==> config.mk <==
export PLATFORM = sky130hd
export DESIGN_NAME = shift_issue_seq
export DESIGN_NICKNAME = d
export VERILOG_FILES = /design/src/rtl/shift_issue_seq.sv
export SDC_FILE = /design/constraint.sdc
export NUM_CORES = 1
export LEC_CHECK = 0
export BUFFER_PORTS_ARGS = -buffer_cell sky130_fd_sc_hd__buf_2
export CAP_MARGIN = 20
export CORE_ASPECT_RATIO = 2
export CORE_MARGIN = 2
export CORE_UTILIZATION = 49
export CTS_CLUSTER_SIZE = 10
export DETAILED_ROUTE_END_ITERATION = 8
export PLACE_DENSITY = 0.85
export SLEW_MARGIN = 15
export SYNTH_ARGS = -nofsm -noshare
export SYNTH_HDL_FRONTEND = slang
export SYNTH_SLANG_ARGS = --single-unit
==> constraint.sdc <==
create_clock -name clk -period 6.4 [get_ports clk]
set_input_delay 0.96 -clock clk [delete_from_list [all_inputs] [get_ports clk]]
set_output_delay 0.96 -clock clk [all_outputs]
set_load 0.02 [all_outputs]
==> src/rtl/shift_issue_seq.sv <==
// shift_issue_seq: command sequencer in front of the combinational barrel shifter
// Ports: in_valid/in_ready/in_a/in_b/in_op command handshake; sh_a/sh_b/sh_cntrl drive the
// shifter and sh_y returns its result; out_valid/out_ready/out_y/out_zero/out_err result handshake.
// Optional feature macro: SHIFT_ROTATE_EN (op 11 = rotate right via two shifter passes).
module shift_issue_seq #(
   parameter int W = 32
) (
   input  logic         clk,
   input  logic         rst,
   input  logic         in_valid,
   output logic         in_ready,
   input  logic [W-1:0] in_a,
   input  logic [W-1:0] in_b,
   input  logic [1:0]   in_op,
   output logic [W-1:0] sh_a,
   output logic [W-1:0] sh_b,
   output logic [1:0]   sh_cntrl,
   input  logic [W-1:0] sh_y,
   output logic         out_valid,
   input  logic         out_ready,
   output logic [W-1:0] out_y,
   output logic         out_zero,
   output logic         out_err
);
   localparam logic [1:0] IDLE = 2'd0, PASS1 = 2'd1, PASS2 = 2'd2, DONE = 2'd3;
   logic [1:0]   state_q, state_d, op_q, op_d, sh_cntrl_q, sh_cntrl_d;
   logic [W-1:0] sh_a_q, sh_a_d, sh_b_q, sh_b_d, out_y_q, out_y_d, sat_y;
   logic         out_zero_q, out_zero_d, out_err_q, out_err_d, accept;
`ifdef SHIFT_ROTATE_EN
   logic [W-1:0] part_q, part_d;
`endif
   always_comb begin
      in_ready   = (state_q == IDLE) || (state_q == DONE && out_ready);
      accept     = in_valid && in_ready;
      state_d    = state_q;
      op_d       = op_q;
      sh_a_d     = sh_a_q;
      sh_b_d     = sh_b_q;
      sh_cntrl_d = sh_cntrl_q;
      out_y_d    = out_y_q;
      out_zero_d = out_zero_q;
      out_err_d  = out_err_q;
`ifdef SHIFT_ROTATE_EN
      part_d     = part_q;
`endif
      // sh_b still holds the full command amount during PASS1 of a plain shift
      sat_y      = (op_q == 2'b10) ? {W{sh_a_q[W-1]}} : '0;
      if (accept) begin
         state_d    = PASS1;
         op_d       = in_op;
         sh_a_d     = in_a;
         sh_b_d     = in_b;
         sh_cntrl_d = (in_op == 2'b11) ? 2'b01 : in_op;
`ifdef SHIFT_ROTATE_EN
         if (in_op == 2'b11) sh_b_d = {{(W-5){1'b0}}, in_b[4:0]};
`endif
      end else if (state_q == PASS1) begin
         state_d   = DONE;
         out_err_d = 1'b0;
         out_y_d   = (|sh_b_q[W-1:5]) ? sat_y : sh_y;
         if (op_q == 2'b11) begin
`ifdef SHIFT_ROTATE_EN
            // second pass: left shift by the complementary amount, ORed with this partial
            state_d    = PASS2;
            part_d     = sh_y;
            sh_cntrl_d = 2'b00;
            sh_b_d     = {{(W-5){1'b0}}, 5'd0 - sh_b_q[4:0]};
            out_y_d    = out_y_q;
            out_err_d  = out_err_q;
`else
            out_y_d   = '0;
            out_err_d = 1'b1;
`endif
         end
`ifdef SHIFT_ROTATE_EN
      end else if (state_q == PASS2) begin
         state_d   = DONE;
         out_y_d   = part_q | sh_y;
         out_err_d = 1'b0;
`endif
      end else if (state_q == DONE && out_ready) begin
         state_d = IDLE;
      end
      if (state_d == DONE && state_q != DONE) out_zero_d = (out_y_d == '0);
   end
   always_ff @(posedge clk or posedge rst) begin
      if (rst) begin
         state_q    <= IDLE;
         op_q       <= 2'b00;
         sh_a_q     <= '0;
         sh_b_q     <= '0;
         sh_cntrl_q <= 2'b01;
         out_y_q    <= '0;
         out_zero_q <= 1'b0;
         out_err_q  <= 1'b0;
`ifdef SHIFT_ROTATE_EN
         part_q     <= '0;
`endif
      end else begin
         state_q    <= state_d;
         op_q       <= op_d;
         sh_a_q     <= sh_a_d;
         sh_b_q     <= sh_b_d;
         sh_cntrl_q <= sh_cntrl_d;
         out_y_q    <= out_y_d;
         out_zero_q <= out_zero_d;
         out_err_q  <= out_err_d;
`ifdef SHIFT_ROTATE_EN
         part_q     <= part_d;
`endif
      end
   end
   assign sh_a      = sh_a_q;
   assign sh_b      = sh_b_q;
   assign sh_cntrl  = sh_cntrl_q;
   assign out_valid = (state_q == DONE);
   assign out_y     = out_y_q;
   assign out_zero  = out_zero_q;
   assign out_err   = out_err_q;
endmodule

## Word-level counts from Yosys, hierarchy flattened

Index checks and enable logic that the tools add are counted.

| cells by class | value |
|---|---|
| equal/unequal tests | 7 |
| muxes and demuxes | 10 |
| bitwise gates (word level) | 1 |
| reductions and logical operators | 8 |

Operators with widths:

| operator | number |
|---|---|
| two-way mux 32 bit | 5 |
| logical NOT 32 bit | 1 |
| OR reduction 27 bit | 1 |
| == test 2 bit (second input constant) | 5 |
| two-way mux 2 bit | 4 |
| logical AND 1 bit | 3 |
| == test 2 x 1 -> 1 bit (second input constant) | 1 |
| logical NOT 2 bit | 1 |
| != test 2 bit (second input constant) | 1 |
| AND reduction 2 bit | 1 |
| logical OR 1 bit | 1 |
| two-way mux 1 bit | 1 |
| NOT 1 bit | 1 |

| storage, ports and cells | value |
|---|---|
| register bits after elaboration | 104 |
| output and inout port bits | 102 |
| logic and storage cells | 34 |

## Logic depth before layout (Yosys ltp)

Gate-level depths: netlist of the first run.

| depth | value |
|---|---|
| depth in word-level cells | 7 |
| gate-level depth with buffers | 7 |
| gate-level depth less buffers | 5 |

## Worst setup path after synthesis of the first run

Ideal clock, no wire load.

| timing | value |
|---|---|
| path kind | input to register |
| start point | input port out_ready |
| end point | register sh_a_q[1] (netlist: sh_a[1]) |
| library setup time | 0.125 ns |
| arrival time | 2.182 ns |
| required time | 6.275 ns |
| path slack | 4.093 ns |
| stages on the path | 6 |
| buffers on the path | 2 |
| cell sequence | nand3_1 > o21ai_1 > nand2_1 > buf_2 > buf_2 > mux2_2 |

| on the way | value |
|---|---|
| longest elaborated chain between the ends | 3 |

RTL lines:

| item | RTL line | source |
|---|---|---|
| start: declaration | 20 | `input logic out_ready,` |
| logical AND 1 bit | 33 | `in_ready = (state_q == IDLE) \|\| (state_q == DONE && out_ready);` |
| logical OR 1 bit | 33 |  |
| net in_ready | 11 | `output logic in_ready,` |
| logical AND 1 bit | 34 | `accept = in_valid && in_ready;` |
| end signal: assignment | 90 | `sh_a_q <= '0;` |
| end signal: assignment | 102 | `sh_a_q <= sh_a_d;` |
| end: declaration | 27 | `logic [W-1:0] sh_a_q, sh_a_d, sh_b_q, sh_b_d, out_y_q, out_y_d, sat_y;` |

The timed path passes the listed nets, and every way through them passes these cells.
A chain may end at the register's enable or synchronous reset.

## Final worst setup path of the first run

| timing | value |
|---|---|
| start point | register sh_b_q[9] (netlist: sh_b[9]) |
| end point | register out_zero_q (netlist: out_zero) |

| on the way | value |
|---|---|
| longest elaborated chain between the ends | 6 |

RTL lines:

| item | RTL line | source |
|---|---|---|
| start: declaration | 27 |  |
| start signal: assignment | 91 | `sh_b_q <= '0;` |
| start signal: assignment | 103 | `sh_b_q <= sh_b_d;` |
| OR reduction 27 bit | 60 | `out_y_d = (\|sh_b_q[W-1:5]) ? sat_y : sh_y;` |
| two-way mux 32 bit | 60 |  |
| two-way mux 32 bit | 61 | `if (op_q == 2'b11) begin` |
| two-way mux 32 bit | 57 | `end else if (state_q == PASS1) begin` |
| two-way mux 32 bit | 48 | `if (accept) begin` |
| logical NOT 32 bit | 84 | `if (state_d == DONE && state_q != DONE) out_zero_d = (out_y_d == '0);` |
| end signal: assignment | 106 | `out_zero_q <= out_zero_d;` |
| end: declaration | 28 | `logic out_zero_q, out_zero_d, out_err_q, out_err_d, accept;` |

No other way between the ends.

==> results_dict.tcl, run 1 <==
set metrics [dict create \
    cts_root_buf "clkbuf_16" \
    gp_congestion 0.771 \
    clk_path_buf_depth 2 \
    die_area_um2 9180 \
    grt_max_degree 72 \
    finalSetupViolations 0 \
    portBuffers 203 \
    slew_viol_final 0 \
    cts_buffers 9 \
    reg2reg_slack_ns 3.49 \
    tritoncts "yes" \
    syn_nets 431 \
    synth.distinct_cells 24 \
    period_share_pct 45.5 \
    slew_headroom_pct 40.5 \
    min_path_cells 2 \
    reg2reg_depth 5 \
    core_area_um2 8230 \
    insertedDiodeCount 0 \
    overflow 0 \
    hp-class "reg -> reg" \
    numClockSinks 104 \
    postCtsSetupBuffers 0 \
    track_usage_pct 22.3 \
    drt_wl_total_um 10100 \
    drtAntennaViolNets 0 \
    crit_type "reg -> reg" \
    worst_pin_slew_ns 0.893 \
    fillers 633 \
    wl_per_cell_um 16.0 \
    cts.htree.levels 3 \
    use_met1_pct 23.2 \
    holdWs_ns 0.478 \
    fin_nets 631 \
    cts_resized 0 \
    ys_ff_latch 104 \
    grt_setup_unrepaired "no" \
    die_h_um 134 \
    run_status "completed" \
    drive_above_1_share_pct 55.0 \
    drtPass1Iterations 4 \
    arrival_ns 3.13 \
    grt_use_met2_pct 40.3 \
    clk_latency_ns 0.34 \
    fmax_mhz 343 \
    synthCells 329 \
    antenna_found_initial 0 \
    drt-initial-drc-count 165 \
    synth.yosys.warnings 0 \
    endpoint_kind "register" \
    hold_viol_final 0 \
    critPathMaxFanout 36 \
    leakage_nw 2.84 \
    chipWidth_um 68.8 \
    period_minus_slack_ns 2.91 \
    max-vdd-ir-drop_mv 0.334 \
    powerDensity_nw_per_um2 535 \
    finalSetupTns_ns 0 \
    grt-busiest-layer "met2" \
    cp.required_ns 6.62 \
    final_cell_mix "buf_2 (203), dfrtp_1 (103), mux2_2 (67)" \
    ios 204 \
    grt_pass1_vias 3382 \
    synth.avg_cell_area_um2 12.5 \
    viasPerCell 5.18 \
    cp-start-kind "register" \
    area_delta_synth_final_pct 34.0 \
    yosysSeqAreaShare_pct 63.3 \
    syn_area_um2 4110 \
    max-cap-violations 0 \
    drc 0 \
    clkTransAtPathRegs_ns 0.06 \
    num_rows 47 \
    place_hpwl_um 7500 \
    start_util_pct 49.9 \
    skew_ns 0.00793 \
    final_common_cell "buf_2" \
    grt_pass1_wl_um 15500 \
    ctsHoldBuffers 0 \
    gr-usage-met3_pct 5.32 \
    routed-via-count 3267 \
]
-- cell type report --
class | count | area, um^2 | area share (%)
Multi-Input combinational cell | 205 | 1410 | 25.6
Clock buffer | 10 | 239 | 4.34
Tap cell | 98 | 123 | 2.23
Timing Repair Buffer | 206 | 1040 | 18.9
Clock inverter | 5 | 81.3 | 1.48
Sequential cell | 104 | 2600 | 47.3
Inverter | 3 | 13.8 | 0.250
-- kinds of logic after synthesis --
group | share of synthesized area (%)
flops | 63.3
simple gates | 10.8
mux | 18.4
compound gates | 5.05
buf+inv | 2.44
-- through the flow --
stage | std cells | area, um^2 | worst slack, ns | util [%] | total power [W]
2_1_floorplan | 329 | 4110 | 2.71 | - | 0.00193
3_3_place_gp | 616 | 5190 | 3.46 | 63.0 | 0.00233
3_5_place_dp | 616 | 5190 | 3.44 | 63.0 | 0.00238
4_1_cts | 631 | 5510 | 3.44 | 66.9 | 0.00297
5_1_grt | 631 | 5510 | 3.33 | 66.9 | 0.00311
6_report | 631 | 5510 | 3.49 | 66.9 | 0.00295
-- cells in the mapped netlist (all sizes together) --
master | instances | area share [%]
a21oi | 1 | 0.12
a221o | 1 | 0.27
and2 | 1 | 0.15
and4 | 1 | 0.21
buf | 10 | 1.5
clkbuf | 7 | 0.64
dfrtp | 103 | 63
dfstp | 1 | 0.64
inv | 3 | 0.27
mux2 | 67 | 18
nand2 | 38 | 3.5
nand2b | 3 | 0.46
nand3 | 1 | 0.12
nand4 | 3 | 0.61
nor2 | 35 | 3.2
nor3 | 3 | 0.37
nor4 | 13 | 2.0
o2111a | 1 | 0.27
o21ai | 36 | 4.4
or4b | 1 | 0.24
-- routing by layer --
| metal | vias up | wire (um) |
|---|---|---|
| li1 | 1532 | - |
| met1 | 1585 | 3580 |
| met2 | 129 | 5650 |
| met3 | 21 | 575 |
| met4 | 0 | 276 |
| met5 | - | 0 |
-- worst paths after layout --
| check | end | startpoint |
|---|---|---|
| max | out_zero | sh_b[9] |
| min | sh_cntrl[1] | sh_cntrl[1] |
| max reg2reg | out_zero | sh_b[9] |
| max in group asynchronous | sh_b[19] | rst |
| min in group asynchronous | sh_a[14] | rst |
| min reg2reg | sh_cntrl[1] | sh_cntrl[1] |
-- where the power goes --
group	internal (W)	total, W	switching, W
logic	0.000497	0.00122	0.000725
clock network	0.000351	0.000581	0.000230
registers	0.000965	0.00115	0.000181
-- critical path, cell delays in order (launching register included) --
cell and delay, ns:
dfrtp_1 0.39, nor4_1 0.30, and4_1 0.27, nand4_2 0.66, a221o_2 0.85, o2111a_1 0.33
-- flip-flops by register name, indices dropped and copies added, names as in the netlist --
name,flops
sh_a,32
state_q,2
out_y,32
out_zero,1
sh_b,32
sh_cntrl,2
out_err,1
op_q,2
(Power assumes the default switching activity.)
==> run 2, diff against run 1 <==
Settings changed: CORE_UTILIZATION 49 to 46, PLACE_DENSITY 0.85 to 0.8.
Clock period 6.4 ns to 3 ns, I/O delays scaled along.
==> results_dict.tcl, run 2 (synthesized netlist as in run 1, its figures left out) <==
set metrics [dict create \
    start_util_pct 47.5 \
    fin_nets 632 \
    wl_met3_um 541 \
    tritoncts "yes" \
    worst_pin_slew_ns 0.663 \
    grt_max_degree 105 \
    core_area_um2 8650 \
    dp.cells 619 \
    overflow 0 \
    skew_ns 0.00680 \
    slew_headroom_pct 55.7 \
    cts_root_buf "clkbuf_16" \
    cp.required_ns 3.23 \
    dpl-instance-area_um2 5220 \
    cts_resized 0 \
    critPathMaxFanout 35 \
    numClockSinks 104 \
    endpoint_kind "register" \
    postCtsSetupBuffers 0 \
    drtPass1Iterations 4 \
    routed-via-count 3291 \
    grt_setup_unrepaired "no" \
    drt_wl_total_um 10200 \
    finalSetupTns_ns 0 \
    chipWidth_um 70.8 \
    powerDensity_nw_per_um2 1120 \
    clkTransAtPathRegs_ns 0.06 \
    post-place-ws_ns 0.769 \
    area_delta_synth_final_pct 34.4 \
    grt_pass1_vias 3471 \
    arrival_ns 2.45 \
    fin_cells 635 \
    ctsHoldBuffers 0 \
    num_rows 48 \
    rr_startpoint "sh_b[12]" \
    clk_latency_ns 0.34 \
    place_hpwl_um 7770 \
    cp-start-kind "register" \
    final_cell_area_um2 5520 \
    wl_met1_um 3550 \
    final_common_cell "buf_2" \
    period_share_pct 74.1 \
    fin_util_pct 63.9 \
    die_h_um 138 \
    wl_per_cell_um 16.1 \
    top_layer_used "met4" \
    die_area_um2 9750 \
    max-vdd-ir-drop_mv 0.646 \
    run_status "completed" \
    drive_above_1_share_pct 55.0 \
    timing.final.ws_setup_ns 0.777 \
    leakage_nw 2.84 \
    cts_buffers 9 \
    cpMaxStageDelayCell "or4b_1" \
    crit_path_start "sh_b[12]" \
    fillers 694 \
    crit_buf_inv 1 \
    insertedDiodeCount 0 \
    crit_type "reg -> reg" \
    antenna_found_initial 0 \
    grt_pass1_wl_um 15900 \
    track_usage_pct 20.8 \
    drc 0 \
    ios 204 \
    fmax_mhz 450 \
    viasPerCell 5.18 \
    cts.htree.levels 3 \
    gp_congestion 0.848 \
    max-cap-violations 0 \
    slew_viol_final 0 \
    final_cell_mix "buf_2 (203), dfrtp_1 (103), mux2_2 (67)" \
    clk_path_buf_depth 2 \
    hp-class "in -> async" \
    wl_met2_um 5860 \
    cp_cell_sequence "nor4_1, and4_1, nand4_2, buf_4, or4b_1, o2111a_1" \
    hold_viol_final 0 \
    drtAntennaViolNets 0 \
    finalSetupViolations 0 \
    portBuffers 203 \
    period_minus_slack_ns 2.22 \
    drt-initial-drc-count 184 \
    crit_family "simple AND/OR/NAND/NOR gates" \
    cpPeakStageDelay_ns 0.53 \
]
==> run 2: worst paths after layout <==
check                                  to  slack, ns  cells past startpoint
worst min-delay path             out_y[5]       0.25                      3
worst min register to register  out_y[22]       0.48                      2
worst max register to register   out_zero       0.78                      6
min in group clk                  sh_a[0]       0.34                      2
worst max-delay path             out_zero       0.78                      6
max in group asynchronous        sh_a[18]       2.30                      3
==> run 2: per-stage QoR <==
stage | total power, W | hold slack, ns
finish | 0.00621 | 0.253
global route | 0.00655 | 0.323
CTS | 0.00628 | 0.296
detailed placement | 0.00512 | 0.469
global placement | 0.00501 | 0.462
floorplan | 0.00412 | 0.465
==> run 2: area by class of cell <==
class                           count  area [um^2]  share of cell area [%]
Tap cell                          100          125                    2.27
Inverter                            3         15.0                   0.272
Sequential cell                   104         2600                    47.1
Timing Repair Buffer              207         1070                    19.4
Clock inverter                      5         56.3                    1.02
Clock buffer                       11          243                    4.40
Multi-Input combinational cell    205         1410                    25.5
==> run 2: where the power goes <==
| group | internal [W] | switching [W] |
|---|---|---|
| combinational | 0.00107 | 0.00154 |
| clock | 0.000668 | 0.000485 |
| sequential | 0.00206 | 0.000385 |
==> run 2: routing by layer <==
metal | vias to the layer above | GRT usage (%)
met1 | 1588 | 22.3
met4 | 0 | 10.1
met2 | 141 | 38.2
met5 | - | 0
met3 | 22 | 4.24
li1 | 1540 | -
==> run 2: tightest hold or removal path: stages <==
cell and delay (ns):
buf_2 0.11, clkinvlp_4 0.07, buf_12 0.41
